`src/rtl/div_unit.sv`:
```
// Multi-cycle 32-bit radix-2 restoring divider for DIV/DIVU.
// Result is {remainder, quotient} and becomes valid with a one-cycle ready pulse.
module div_unit (
  input  logic        i_clk,
  input  logic        i_rst,
  input  logic        i_start,
  input  logic        i_signed_div,
  input  logic [31:0] i_opdata1,
  input  logic [31:0] i_opdata2,
  input  logic        i_annul,
  output logic        o_busy,
  output logic        o_ready,
  output logic [63:0] o_result
);

  typedef enum logic [1:0] {
    S_IDLE,
    S_DIVZERO,
    S_ON,
    S_END
  } state_t;

  state_t      r_state;
  logic [4:0]  r_cnt;
  logic [64:0] r_work;
  logic [31:0] r_divisor;
  logic        r_neg_quot;
  logic        r_neg_rem;
  logic [63:0] r_result;
  logic        r_busy;
  logic        r_ready;

  logic [31:0] w_abs1;
  logic [31:0] w_abs2;
  logic [64:0] w_shifted;
  logic [32:0] w_diff;
  logic [64:0] w_next_work;
  logic [31:0] w_quot;
  logic [31:0] w_rem;

  // 0x80000000 negates to itself, which is exactly its magnitude read as unsigned.
  assign w_abs1 = (i_signed_div && i_opdata1[31]) ? (32'd0 - i_opdata1) : i_opdata1;
  assign w_abs2 = (i_signed_div && i_opdata2[31]) ? (32'd0 - i_opdata2) : i_opdata2;

  // Bit 32 of the 33-bit difference is set exactly when the trial subtraction underflows.
  assign w_shifted   = {r_work[63:0], 1'b0};
  assign w_diff      = w_shifted[64:32] - {1'b0, r_divisor};
  assign w_next_work = w_diff[32] ? w_shifted : {w_diff, w_shifted[31:1], 1'b1};
  assign w_quot      = w_next_work[31:0];
  assign w_rem       = w_next_work[63:32];

  always_ff @(posedge i_clk) begin
    if (i_rst) begin
      r_state    <= S_IDLE;
      r_cnt      <= 5'd0;
      r_work     <= 65'd0;
      r_divisor  <= 32'd0;
      r_neg_quot <= 1'b0;
      r_neg_rem  <= 1'b0;
      r_result   <= 64'd0;
      r_busy     <= 1'b0;
      r_ready    <= 1'b0;
    end else begin
      r_ready <= 1'b0;
      case (r_state)
        S_IDLE: begin
          if (i_start && !i_annul) begin
            r_busy <= 1'b1;
            if (i_opdata2 == 32'd0) begin
              r_state <= S_DIVZERO;
            end else begin
              r_state    <= S_ON;
              r_cnt      <= 5'd0;
              r_work     <= {33'd0, w_abs1};
              r_divisor  <= w_abs2;
              r_neg_quot <= i_signed_div & (i_opdata1[31] ^ i_opdata2[31]);
              r_neg_rem  <= i_signed_div & i_opdata1[31];
            end
          end
        end
        S_DIVZERO: begin
          r_busy <= 1'b0;
          if (i_annul) begin
            r_state <= S_IDLE;
          end else begin
            r_state  <= S_END;
            r_result <= 64'd0;
            r_ready  <= 1'b1;
          end
        end
        S_ON: begin
          if (i_annul) begin
            r_state <= S_IDLE;
            r_busy  <= 1'b0;
          end else begin
            r_work <= w_next_work;
            r_cnt  <= r_cnt + 5'd1;
            // The final iteration's value is taken straight from the datapath.
            if (r_cnt == 5'd31) begin
              r_state  <= S_END;
              r_busy   <= 1'b0;
              r_ready  <= 1'b1;
              r_result <= {(r_neg_rem  ? (32'd0 - w_rem)  : w_rem),
                           (r_neg_quot ? (32'd0 - w_quot) : w_quot)};
            end
          end
        end
        S_END: begin
          r_state <= S_IDLE;
        end
        default: begin
          r_state <= S_IDLE;
          r_busy  <= 1'b0;
        end
      endcase
    end
  end

  assign o_busy   = r_busy;
  assign o_ready  = r_ready;
  assign o_result = r_result;

endmodule

```
`config.mk`:
```
export PLATFORM = sky130hd
export DESIGN_NAME = div_unit
export DESIGN_NICKNAME = d
export VERILOG_FILES = /design/src/rtl/div_unit.sv
export SDC_FILE = /design/constraint.sdc
export NUM_CORES = 1
export LEC_CHECK = 0
export CELL_PAD_IN_SITES_DETAIL_PLACEMENT = 0
export CELL_PAD_IN_SITES_GLOBAL_PLACEMENT = 1
export CORE_ASPECT_RATIO = 0.75
export CORE_UTILIZATION = 49
export CTS_BUF_LIST = sky130_fd_sc_hd__clkbuf_8
export DETAILED_ROUTE_END_ITERATION = 10
export DONT_BUFFER_PORTS = 1
export GPL_ROUTABILITY_DRIVEN = 0
export PLACE_DENSITY_LB_ADDON = 0.1
export SYNTH_ARGS = -nofsm -noshare
export SYNTH_HDL_FRONTEND = slang
export SYNTH_SLANG_ARGS = --single-unit
```
`constraint.sdc`:
```
create_clock -name i_clk -period 6.3 [get_ports i_clk]
set_input_delay 0.315 -clock i_clk [delete_from_list [all_inputs] [get_ports i_clk]]
set_output_delay 0.315 -clock i_clk [all_outputs]
set_load 0.01 [all_outputs]
```
After elaboration in Yosys (flattened, before gate mapping)
Cells that the tools add are included.
{ "word_totals": {"register_bits": 171, "input_bits": 69} }
{ "op_classes": {"addsub": 6, "n_eq_ne": 10, "muxes": 31, "n_bitwise": 4, "n_reduce_logical": 14} }
{ "ops": {"columns": ["cell", "count"], "rows": [
  ["$mux W64", 7],
  ["$pmux W64 S2", 2],
  ["$mux W32", 4],
  ["$sub A1 B32 Y32 const A", 4],
  ["$sub A33 B32 Y33", 1],
  ["$logic_not A32 Y1", 1],
  ["$mux W5", 3],
  ["$mux W2", 5],
  ["$ne A2 B2 Y1 const B", 5],
  ["$pmux W5 S2", 1],
  ["$pmux W2 S4", 1],
  ["$reduce_and A4 Y1", 2],
  ["$mux W1", 6],
  ["$reduce_and A3 Y1", 2],
  ["$add A5 B1 Y5 const B", 1],
  ["$eq A5 B5 Y1 const B", 1],
  ["$eq A2 B2 Y1 const B", 2],
  ["$reduce_bool A2 Y1", 2],
  ["$logic_and A1 B1 Y1", 3],
  ["$ne A3 B3 Y1 const B", 1],
  ["$pmux W1 S3", 1],
  ["$reduce_bool A3 Y1", 1],
  ["$and A1 B1 Y1", 2],
  ["$eq A2 B1 Y1 const B", 1],
  ["6 further kinds", 6]
]} }

Logic depth before layout (Yosys ltp)
Gate-level depths: netlist (run 1).
{ "logic_depth": {"ltp_word": 7, "ltp_mapped": 22} }

Worst setup path after synthesis (run 1)
No wires, ideal clock.
{ "synth_timing": {"path_kind": "reg-to-reg", "start": "register r_work[31]", "end": "register r_result[28], in the netlist o_result[28]", "setup_time_ps": 128, "arrival_ps": 4491, "required_time_ps": 6172, "path_slack_ps": 1682, "stages_incl_launch_ff": 23, "path_buffers": 2, "cell_sequence": "dfxtp_1 > inv_1 > ha_1 > inv_1 > fa_1 > a211oi_2 > o21ai_1 > a211oi_2 > a211oi_2 > nor4_2 > nor3_4 > inv_4 > buf_2 > buf_1 > ha_1 > nand3_1 > or3_1 > nor4b_1 > inv_1 > o31ai_1 > xnor2_1 > a22oi_1 > nor2_1"} }
{ "synth_between": {"elab_chain_cells": 7} }
{ "synth_rtl": {"columns": ["item", "line", "source"], "rows": [
  ["from (decl)", "25", "logic [64:0] r_work;"],
  ["from (signal assigned)", "74", "r_work <= {33'd0, w_abs1};"],
  ["from (signal assigned)", "96", "r_work <= w_next_work;"],
  ["$sub A33 B32 Y33", "47", "assign w_diff = w_shifted[64:32] - {1'b0, r_divisor};"],
  ["$mux W64", "48", "assign w_next_work = w_diff[32] ? w_shifted : {w_diff, w_shifted[31:1], 1'b1};"],
  ["$sub A1 B32 Y32", "104", "(r_neg_quot ? (32'd0 - w_quot) : w_quot)};"],
  ["$mux W32", "104", null],
  ["$mux W64", "99", "if (r_cnt == 5'd31) begin"],
  ["$mux W64", "92", "if (i_annul) begin"],
  ["$pmux W64 S2", "65", "case (r_state)"],
  ["to (signal assigned)", "103", "r_result <= {(r_neg_rem ? (32'd0 - w_rem) : w_rem),"],
  ["to (decl)", "29", "logic [63:0] r_result;"]
]} }
No other way between the ends. The select of a mux whose other input is x is not followed.
A chain may end at the register's enable or synchronous reset.

Worst setup path in the final report (run 1)
Same ends and word-level chain as after synthesis.

==> flow_metrics.py, run 1 <==
metrics = {
    "routing": {
        "wl_mm": 36.5,
        "routedWlPerCell_um": 20.0,
        "drtPass1Iterations": 10,
        "drt_iter0_drc": 1209,
        "postRouteAntennaNets": 0,
        "via_count": 11122,
        "vias_per_cell": 6.09,
        "drc_errors": 9,
    },
    "setup_path": {
        "crit_required_ns": 6.66,
        "slowest_stage": "or3_1",
        "r2r_end": "o_result[28]$_SDFFE_PP0P_",
        "worstPathCellList": "inv_1 -> ha_1 -> inv_1 -> fa_1 -> a211oi_2 -> o21ai_1 -> a211oi_2 -> a211oi_2 -> nor4_2 -> nor3_4 -> inv_4 -> ha_1 -> nand3_1 -> or3_1 -> nor4b_1 -> inv_1 -> o31ai_1 -> xnor2_1 -> a22oi_1 -> nor2_1",
        "worstSetupEndpointType": "flop",
        "start_kind": "flop",
        "crit_path_max_incr_delay_ns": 0.43,
        "cp.arrival_ns": 5.41,
        "crit_fanout": 36,
        "r2r_start": "r_work[31]$_SDFFE_PP0P_",
        "r2r_cells": 20,
        "crit_type": "reg -> reg",
        "ff2ff_setup_slack_ns": 1.25,
    },
    "clock_tree": {
        "cts.reportedPaths.clkPinSlew_ns": 0.10,
        "clockRootBuffer": "clkbuf_8",
        "cts_tree": "yes",
        "cts_buffer_depth": 2,
        "htreeDepth": 4,
        "cts_sinks": 171,
        "post-cts-setup-buffers": 0,
        "cts_buffers": 17,
        "clk_latency_ns": 0.49,
    },
    "die": {
        "rows": 48,
        "io_pins": 135,
        "die-area_mm2": 0.0243,
        "die_w_um": 180,
        "die_h_um": 135,
        "initial_core_util_pct": 50.1,
        "core_mm2": 0.0231,
    },
    "yosys": {
        "ys_async_sr_fraction_pct": 0,
        "yosysSeqAreaShare_pct": 29.5,
        "yosysWarnings": 0,
        "ys_seq_elements": 171,
        "syn-cell-area_mm2": 0.0116,
        "synth-edff-count": 0,
        "synth_cell_types": 78,
        "synthTopCellsByArea": "dfxtp_1 30%, nor2_1 8.2%, xnor2_1 6.6%",
        "syn_nets": 1679,
        "postSynthAreaPerCell_um2": 7.40,
        "synthCells": 1567,
        "synth_top_area_share_pct": 29.5,
        "yosys_most_used_dff": "dfxtp_1",
        "yosysTopAreaCell": "dfxtp_1",
    },
    "min_path": {
        "hold_end": "r_work[0]$_SDFFE_PP0P_",
        "whs_path_depth": 2,
        "hold_path.startpoint": "i_opdata1[0]",
        "hold_path.class": "in -> reg",
    },
    "grt": {
        "grt_pass1_wl_mm": 57.2,
        "grt_use_met2_pct": 39.0,
        "antenna_found_initial": 0,
        "grt.overflow.total": 0,
        "grt_max_degree": 141,
        "grt_pass1_vias": 9914,
        "grt_util_met1_pct": 47.5,
        "grt_use_total_pct": 30.1,
        "grt_use_met3_pct": 7.74,
        "busiest_layer": "met1",
    },
    "sta": {
        "hold_violations": 0,
        "rsz0062_at_grt": "no",
        "fin_crit_sh_pct": 80.1,
        "tns_ns": 0,
        "relSlewSlack_pct": 19.4,
        "slew_viol_final": 0,
        "tightest_slew_ns": 1.21,
        "clock_skew_ns": 0.0216,
        "period_needed_ns": 5.05,
        "setup_viol": 0,
        "clock.fmax_mhz": 198,
        "layout_setup_ws_ns": 1.25,
    },
    "placed_design": {
        "port_buffers": 0,
        "dp.cells": 1791,
        "dpl.hpwl_mm": 26.8,
        "pre_cts_ws_ns": 1.30,
    },
    "cells_and_area": {
        "final_nets": 1626,
        "nFillCells": 2298,
        "drive_above_1_share_pct": 5.30,
        "area_growth_pct": 5.78,
        "multi_input_area_mm2": 0.00762,
        "stdcell_count": 1827,
        "n_antenna_cell": 0,
        "register_area_mm2": 0.00342,
    },
    "power_and_ir_drop": {
        "powerDensity_mw_per_mm2": 348,
        "ir_drop_mv": 0.179,
        "cellLeakagePower_uw": 0.00462,
    },
    "run": {
        "drv_cap": 0,
    },
    "run_status": {
        "status": "finished, violations left",
        "violations": "DRC",
    },
}
[state kept, by name (all words and copies together) (netlist names)]
signal / flops
r_neg_quot: 1
r_state: 2
o_busy: 1
r_neg_rem: 1
r_cnt: 5
o_ready: 1
r_work: 64
o_result: 64
r_divisor: 32
[placed cells by master (no fill, tap or decap), types with 6 or more instances in the layout]
cell type,count
ha_1,41
nand2_1,166
and2_1,14
buf_4,13
o21ai_0,96
o21ai_1,13
a21o_1,8
a21oi_1,152
xnor2_1,88
nand3_1,18
and3_1,7
nand4_1,9
xor2_1,46
or3_1,24
nor2_1,251
a211oi_1,34
a22oi_1,49
or4_1,11
o211ai_1,11
nand2b_1,12
nor3_1,29
inv_1,57
a31oi_1,9
mux2i_1,19
o31ai_1,23
dfxtp_1,171
nor4_1,13
clkbuf_8,17
a211o_1,6
o41ai_1,9
[layout make-up]
| type | count | area share [%] |
|---|---|---|
| Multi-Input combinational cell | 1249 | 62.2 |
| Sequential cell | 171 | 27.9 |
| Tap cell | 300 | 3.06 |
| Clock buffer | 17 | 1.91 |
| Clock inverter | 15 | 1.76 |
| Inverter | 57 | 1.76 |
| Timing Repair Buffer | 18 | 1.43 |
[critical path: cells and delay by family (launching register included)]
| kind | cells | cell delay, ns |
|---|---|---|
| fa+ha+maj | 3 | 0.86 |
| xor+xnor | 1 | 0.11 |
| flops | 1 | 0.35 |
| simple gates | 6 | 1.62 |
| compound gates | 6 | 1.38 |
| buf+inv | 4 | 0.59 |
[cells in the mapped netlist, drive strengths merged, types with 31 or more instances]
cell type    n
a211oi      37
a21oi      155
a22oi       49
clkbuf      75
dfxtp      171
ha          42
inv         57
nand2      166
nor2       253
nor3        31
o21ai      109
xnor2       88
xor2        46
[kinds of logic after synthesis]
group,after synthesis,synth area share (%)
buf+inv,147,4.86
xor+xnor,134,10.1
mux,24,2.22
compound gates,460,25.5
fa+ha+maj,43,4.70
simple gates,588,23.1
flops,171,29.5
[what timing repair did]
item,CTS,global route
resized for setup,0,0
hold endpoints to repair,140,0
hold buffers,4,0
[metrics by stage]
stage,cell area (um2),total power [uW],hold slack [ns],utilization [%]
floorplan,11600,2810,0.432,-
global placement,11800,3320,0.398,50.8
detailed placement,11800,3320,0.400,50.8
CTS,12300,4240,0.0124,53.0
global route,12300,4520,0.00502,53.0
finish,12300,4270,0.0313,53.0
[worst max-delay path by stage]
stage	slack [ns]	start	cells past startpoint	endpoint
after floorplan	1.68	r_work[31]$_SDFFE_PP0P_	22	o_result[28]$_SDFFE_PP0P_
after global placement	1.43	r_work[31]$_SDFFE_PP0P_	20	o_result[28]$_SDFFE_PP0P_
after detailed placement	1.30	r_work[31]$_SDFFE_PP0P_	20	o_result[28]$_SDFFE_PP0P_
after CTS	1.24	r_work[31]$_SDFFE_PP0P_	20	o_result[28]$_SDFFE_PP0P_
after global routing	0.70	r_work[31]$_SDFFE_PP0P_	20	o_result[30]$_SDFFE_PP0P_
final	1.25	r_work[31]$_SDFFE_PP0P_	20	o_result[28]$_SDFFE_PP0P_
[report_power, final]
part | total (uW) | switching, uW | internal, uW | leakage, uW
combinational | 2090 | 1370 | 716 | 0.00301
clock | 890 | 449 | 441 | 0.000227
sequential | 1290 | 111 | 1180 | 0.00139
total | 4270 | 1930 | 2340 | 0.00462
[metal layers]
metal / up-vias / part of all wire, % / wire length (um)
li1: 5439 / - / -
met1: 5182 / 51 / 18500
met2: 468 / 37 / 13600
met3: 33 / 11 / 3880
met4: 0 / 1.5 / 533
met5: - / 0 / 0
Power figures use the tool's default switching activity.
==> run 2: changes to the inputs <==
ABC_AREA = 1   (was unset)
CORE_UTILIZATION = 42   (was 49)
clock period = 4.3 ns   (was 6.3 ns; I/O delays follow)
==> flow_metrics.py, run 2 <==
metrics = {
    "yosys": {
        "syn-cell-area_mm2": 0.0129,
        "yosys_most_used_dff": "dfxtp_1",
        "ys_async_sr_fraction_pct": 0,
        "synth.most_common_cell": "nand2_1",
        "yosysWarnings": 0,
        "synth-edff-count": 0,
        "ys_seq_elements": 171,
        "synth_top_area_share_pct": 26.6,
        "yosysSeqAreaShare_pct": 26.6,
        "synthTopCellsByArea": "dfxtp_1 27%, nand2_1 19%, a21oi_1 8.3%",
        "postSynthAreaPerCell_um2": 6.05,
        "synthCells": 2126,
        "yosys-top-cells-count": "638 x nand2_1, 250 x inv_1, 214 x a21oi_1",
        "syn_nets": 2238,
        "yosysTopAreaCell": "dfxtp_1",
        "synth_cell_types": 51,
    },
    "die": {
        "rows": 55,
        "die_h_um": 154,
        "io_pins": 135,
        "die_w_um": 204,
        "die-area_mm2": 0.0313,
        "initial_core_util_pct": 42.7,
        "core_mm2": 0.0301,
    },
    "grt": {
        "grt_pass1_vias": 11562,
        "grt.overflow.total": 0,
        "grt_pass1_wl_mm": 67.1,
        "grt_use_total_pct": 27.8,
        "antenna_found_initial": 0,
        "grt_max_degree": 122,
    },
    "routing": {
        "m1WireLength_mm": 24.6,
        "routed-wl-met2_mm": 14.6,
        "drt_iter0_drc": 1308,
        "via_count": 13316,
        "highest_layer": "met4",
        "routedWlPerCell_um": 17.4,
        "routed-wl-met3_mm": 4.52,
        "drtPass1Iterations": 6,
        "vias_per_cell": 5.27,
        "postRouteAntennaNets": 0,
        "drc_errors": 0,
        "wl_mm": 43.9,
    },
    "sta": {
        "setup_viol": 0,
        "slew_viol_final": 0,
        "tns_ns": 0,
        "relSlewSlack_pct": 46.9,
        "rsz0062_at_grt": "no",
        "clock_skew_ns": 0.0280,
        "tightest_slew_ns": 0.796,
        "hold_violations": 0,
        "fin_crit_sh_pct": 92.1,
        "period_needed_ns": 3.96,
        "clock.fmax_mhz": 253,
    },
    "setup_path": {
        "crit_path_max_incr_delay_ns": 0.40,
        "worstSetupEndpointType": "flop",
        "crit_required_ns": 4.68,
        "crit_fanout": 5,
        "crit_type": "reg -> reg",
        "start_kind": "flop",
        "cp.arrival_ns": 4.34,
        "slowest_stage": "fa_1",
        "crit_top_cell": "nand2_1",
    },
    "clock_tree": {
        "cts_tree": "yes",
        "clockRootBuffer": "clkbuf_8",
        "cts.reportedPaths.clkPinSlew_ns": 0.12,
        "post-cts-setup-buffers": 0,
        "cts_buffers": 17,
        "clk_latency_ns": 0.50,
        "cts_buffer_depth": 2,
        "htreeDepth": 4,
        "cts_sinks": 171,
    },
    "power_and_ir_drop": {
        "cellLeakagePower_uw": 0.00650,
        "switchingPower_uw": 3030,
        "pwr-share-seq_pct": 31.6,
        "comb_power_share_pct": 49.0,
        "powerDensity_mw_per_mm2": 440,
        "ir_drop_mv": 0.297,
        "p_int_uw": 3080,
        "clockPowerShare_pct": 19.4,
        "switching_share_pct": 49.5,
    },
    "cells_and_area": {
        "final_common_cell": "nand2_1",
        "final_cell_mix": "638 x nand2_1, 250 x inv_1, 214 x a21oi_1",
        "n_antenna_cell": 0,
        "fin_util_pct": 46.1,
        "final_nets": 2226,
        "area_growth_pct": 8.06,
        "nFillCells": 3327,
        "drive_above_1_share_pct": 6.86,
    },
    "run_status": {
        "status": "finished, final reports clean",
    },
    "placed_design": {
        "dpl.hpwl_mm": 33.8,
        "port_buffers": 0,
    },
    "run": {
        "drv_cap": 0,
    },
    "min_path": {
        "hold_path.class": "in -> reg",
    },
}
==> run 2: per-stage QoR <==
stage	setup WS, ns	hold WS, ns	power [uW]	instance area (um2)	std cells
after floorplan	0.444	0.353	4080	12900	2126
after global placement	0.228	0.303	4820	13100	2458
after detailed placement	0.155	0.298	4820	13100	2458
after CTS	0.131	0.00656	6070	13900	2526
after global routing	0.0207	0.0230	6580	13900	2526
final	0.341	0.0355	6110	13900	2526
==> run 2: final timing paths <==
kind                            cells past startpoint                        from                    endpoint  slack [ns]
worst min register to register                      2  r_divisor[10]$_SDFFE_PP0P_  r_divisor[10]$_SDFFE_PP0P_        0.49
worst min-delay path                                3                i_signed_div     r_work[31]$_SDFFE_PP0P_        0.04
worst max register to register                     29     r_work[31]$_SDFFE_PP0P_   o_result[30]$_SDFFE_PP0P_        0.34
worst max-delay path                               29     r_work[31]$_SDFFE_PP0P_   o_result[30]$_SDFFE_PP0P_        0.34
==> run 2: layer usage <==
metal / track usage [%] / vias to the layer above
li1: - / 6808
met1: 48.9 / 5992
met2: 31.4 / 501
met3: 7.02 / 15
met4: 3.62 / 0
met5: 0 / -
==> run 2: power groups by stage <==
stage                     logic, uW  clock network (uW)  registers [uW]
final                          2990                1180            1930
after global placement         2870                   0            1950
after global routing           3340                1290            1950
after CTS                      2930                1220            1920
after floorplan                2210                   0            1880
after detailed placement       2870                   0            1950
==> run 2: what timing repair did <==
| action | 4_1_cts | 5_1_grt |
|---|---|---|
| endpoints found under the setup margin | 0 | 4 |
| hold buffers | 36 | 0 |
| gates resized for setup | 0 | 4 |
| endpoints found under the hold margin | 149 | 0 |
==> run 2: cell type report <==
class | count | area (um2) | share of cell area [%]
tap | 399 | 499 | 3.59
timing repair buffer | 52 | 498 | 3.58
clock inverter | 15 | 170 | 1.22
multi-input combinational | 1602 | 8060 | 58.0
sequential | 171 | 3420 | 24.6
clock buffer | 17 | 234 | 1.68
inverter | 270 | 1010 | 7.29
==> run 2: cells by family after synthesis <==
| kind of cell | after synthesis | share of synthesized area, % |
|---|---|---|
| AO/OA/AOI/OAI | 405 | 17.1 |
| flip-flops | 171 | 26.6 |
| XOR/XNOR | 66 | 4.49 |
| buffers and inverters | 353 | 11.0 |
| adder cells (fa/ha/maj) | 43 | 4.24 |
| AND/OR/NAND/NOR | 1088 | 36.6 |
==> run 2: critical path: cells and delay by family (launching register included) <==
kind	cells	cell delay, ns
compound gates	3	0.28
simple gates	19	2.25
buf+inv	4	0.31
fa+ha+maj	3	0.70
flops	1	0.32
==> run 3: changes to the inputs <==
CORE_ASPECT_RATIO = unset   (was 0.75)
==> flow_metrics.py, run 3 (synthesis results as in run 2) <==
metrics = {
    "run_status": {
        "status": "finished, final reports clean",
    },
    "min_path": {
        "hold_path.class": "in -> reg",
        "hold_path.startpoint": "i_annul",
        "whs_path_depth": 3,
    },
    "die": {
        "initial_core_util_pct": 43.1,
        "die-area_mm2": 0.0313,
        "die_h_um": 177,
        "io_pins": 135,
        "rows": 63,
        "die_w_um": 177,
        "core_mm2": 0.0299,
    },
    "power_and_ir_drop": {
        "ir_drop_mv": 0.320,
        "powerDensity_mw_per_mm2": 437,
        "cellLeakagePower_uw": 0.00645,
    },
    "placed_design": {
        "dpl.hpwl_mm": 33.0,
        "port_buffers": 0,
        "placed_cell_area_mm2": 0.0131,
        "dp.cells": 2450,
    },
    "clock_tree": {
        "cts_tree": "yes",
        "htreeDepth": 4,
        "clk_latency_ns": 0.49,
        "cts_buffers": 17,
        "clockRootBuffer": "clkbuf_8",
        "cts_buffer_depth": 2,
        "cts_sinks": 171,
        "cts.reportedPaths.clkPinSlew_ns": 0.11,
    },
    "setup_path": {
        "cp.arrival_ns": 4.22,
        "ff2ff_setup_slack_ns": 0.44,
        "crit_path_max_incr_delay_ns": 0.40,
        "start_kind": "flop",
        "worstSetupEndpointType": "flop",
        "r2r_end": "o_result[30]$_SDFFE_PP0P_",
        "crit_type": "reg -> reg",
        "startpoint": "r_work[31]$_SDFFE_PP0P_",
        "crit_end": "o_result[30]$_SDFFE_PP0P_",
        "crit_required_ns": 4.66,
        "slowest_stage": "fa_1",
        "r2r_cells": 29,
        "crit_fanout": 5,
        "r2r_start": "r_work[31]$_SDFFE_PP0P_",
    },
    "cells_and_area": {
        "final_common_cell": "nand2_1",
        "stdcell_count": 2505,
        "final_cell_area_mm2": 0.0138,
        "final_nets": 2214,
        "area_growth_pct": 7.04,
        "drive_above_1_share_pct": 7.04,
        "fin_util_pct": 46.1,
        "n_antenna_cell": 0,
        "final_cell_mix": "637 x nand2_1, 249 x inv_1, 214 x a21oi_1",
    },
    "sta": {
        "clock_skew_ns": 0.0249,
        "relSlewSlack_pct": 44.6,
        "setup_viol": 0,
        "fin_hold_ws_ns": 0.0331,
        "hold_violations": 0,
        "period_needed_ns": 3.86,
        "tightest_slew_ns": 0.831,
        "clock.fmax_mhz": 259,
        "fin_crit_sh_pct": 89.8,
        "rsz0062_at_grt": "no",
        "tns_ns": 0,
        "slew_viol_final": 0,
    },
    "grt": {
        "antenna_found_initial": 0,
        "grt_pass1_vias": 12097,
        "grt_max_degree": 122,
        "grt.overflow.total": 0,
        "grt_use_total_pct": 27.6,
        "grt_pass1_wl_mm": 66.5,
    },
    "routing": {
        "postRouteAntennaNets": 0,
        "drtPass1Iterations": 5,
        "via_count": 13059,
        "vias_per_cell": 5.21,
        "routedWlPerCell_um": 17.0,
        "drt_iter0_drc": 883,
        "wl_mm": 42.5,
        "drc_errors": 0,
    },
    "run": {
        "drv_cap": 0,
    },
}
## run 3: worst min path at each step
stage	endpoint	slack (ns)
floorplan	r_divisor[27]$_SDFFE_PP0P_	0.35
global placement	r_work[41]$_SDFFE_PP0P_	0.32
detailed placement	r_state[0]$_SDFFE_PP0P_	0.31
CTS	o_busy$_SDFFE_PP0P_	0.00008
global route	o_busy$_SDFFE_PP0P_	0.02
finish	o_busy$_SDFFE_PP0P_	0.03
## run 3: cell type report
cell class	instances	area, um2
Fill cell	3306	16100
Sequential cell	171	3420
Tap cell	390	488
Clock inverter	15	148
Multi-Input combinational cell	1602	8080
Clock buffer	17	234
Timing Repair Buffer	40	385
Inverter	270	1010
## run 3: routing by layer
layer	vias up	GRT usage (%)	wire length, um
li1	6788	-	-
met1	5925	36.6	19800
met2	301	45.5	19600
met3	45	4.49	2040
met4	0	8.33	1050
met5	-	0	0
## run 3: power by group
part	total (uW)	switching, uW	internal [uW]	leakage (uW)
clock	1160	729	432	0.000186
combinational	2950	2040	906	0.00488
sequential	1900	160	1740	0.00139
## run 3: through the flow
stage | setup WS [ns] | power (uW)
final | 0.441 | 6010
after global routing | 0.00348 | 6510
after CTS | 0.0388 | 5990
after detailed placement | 0.0665 | 4790
after global placement | 0.113 | 4770
after floorplan | 0.444 | 4080
## run 3: repair_timing
item / 4_1_cts / 5_1_grt
gates resized for setup: 0 / 7
endpoints found under the setup margin: 0 / 8
buffers inserted: 0 / 1
hold buffers: 22 / 0
hold endpoints to repair: 140 / 0
## run 3: worst max-delay path: cells and delay by family (launching register included)
family          cells  cell delay, ns
simple gates       19            2.14
fa+ha+maj           3            0.70
flops               1            0.33
buf+inv             4            0.32
compound gates      3            0.27
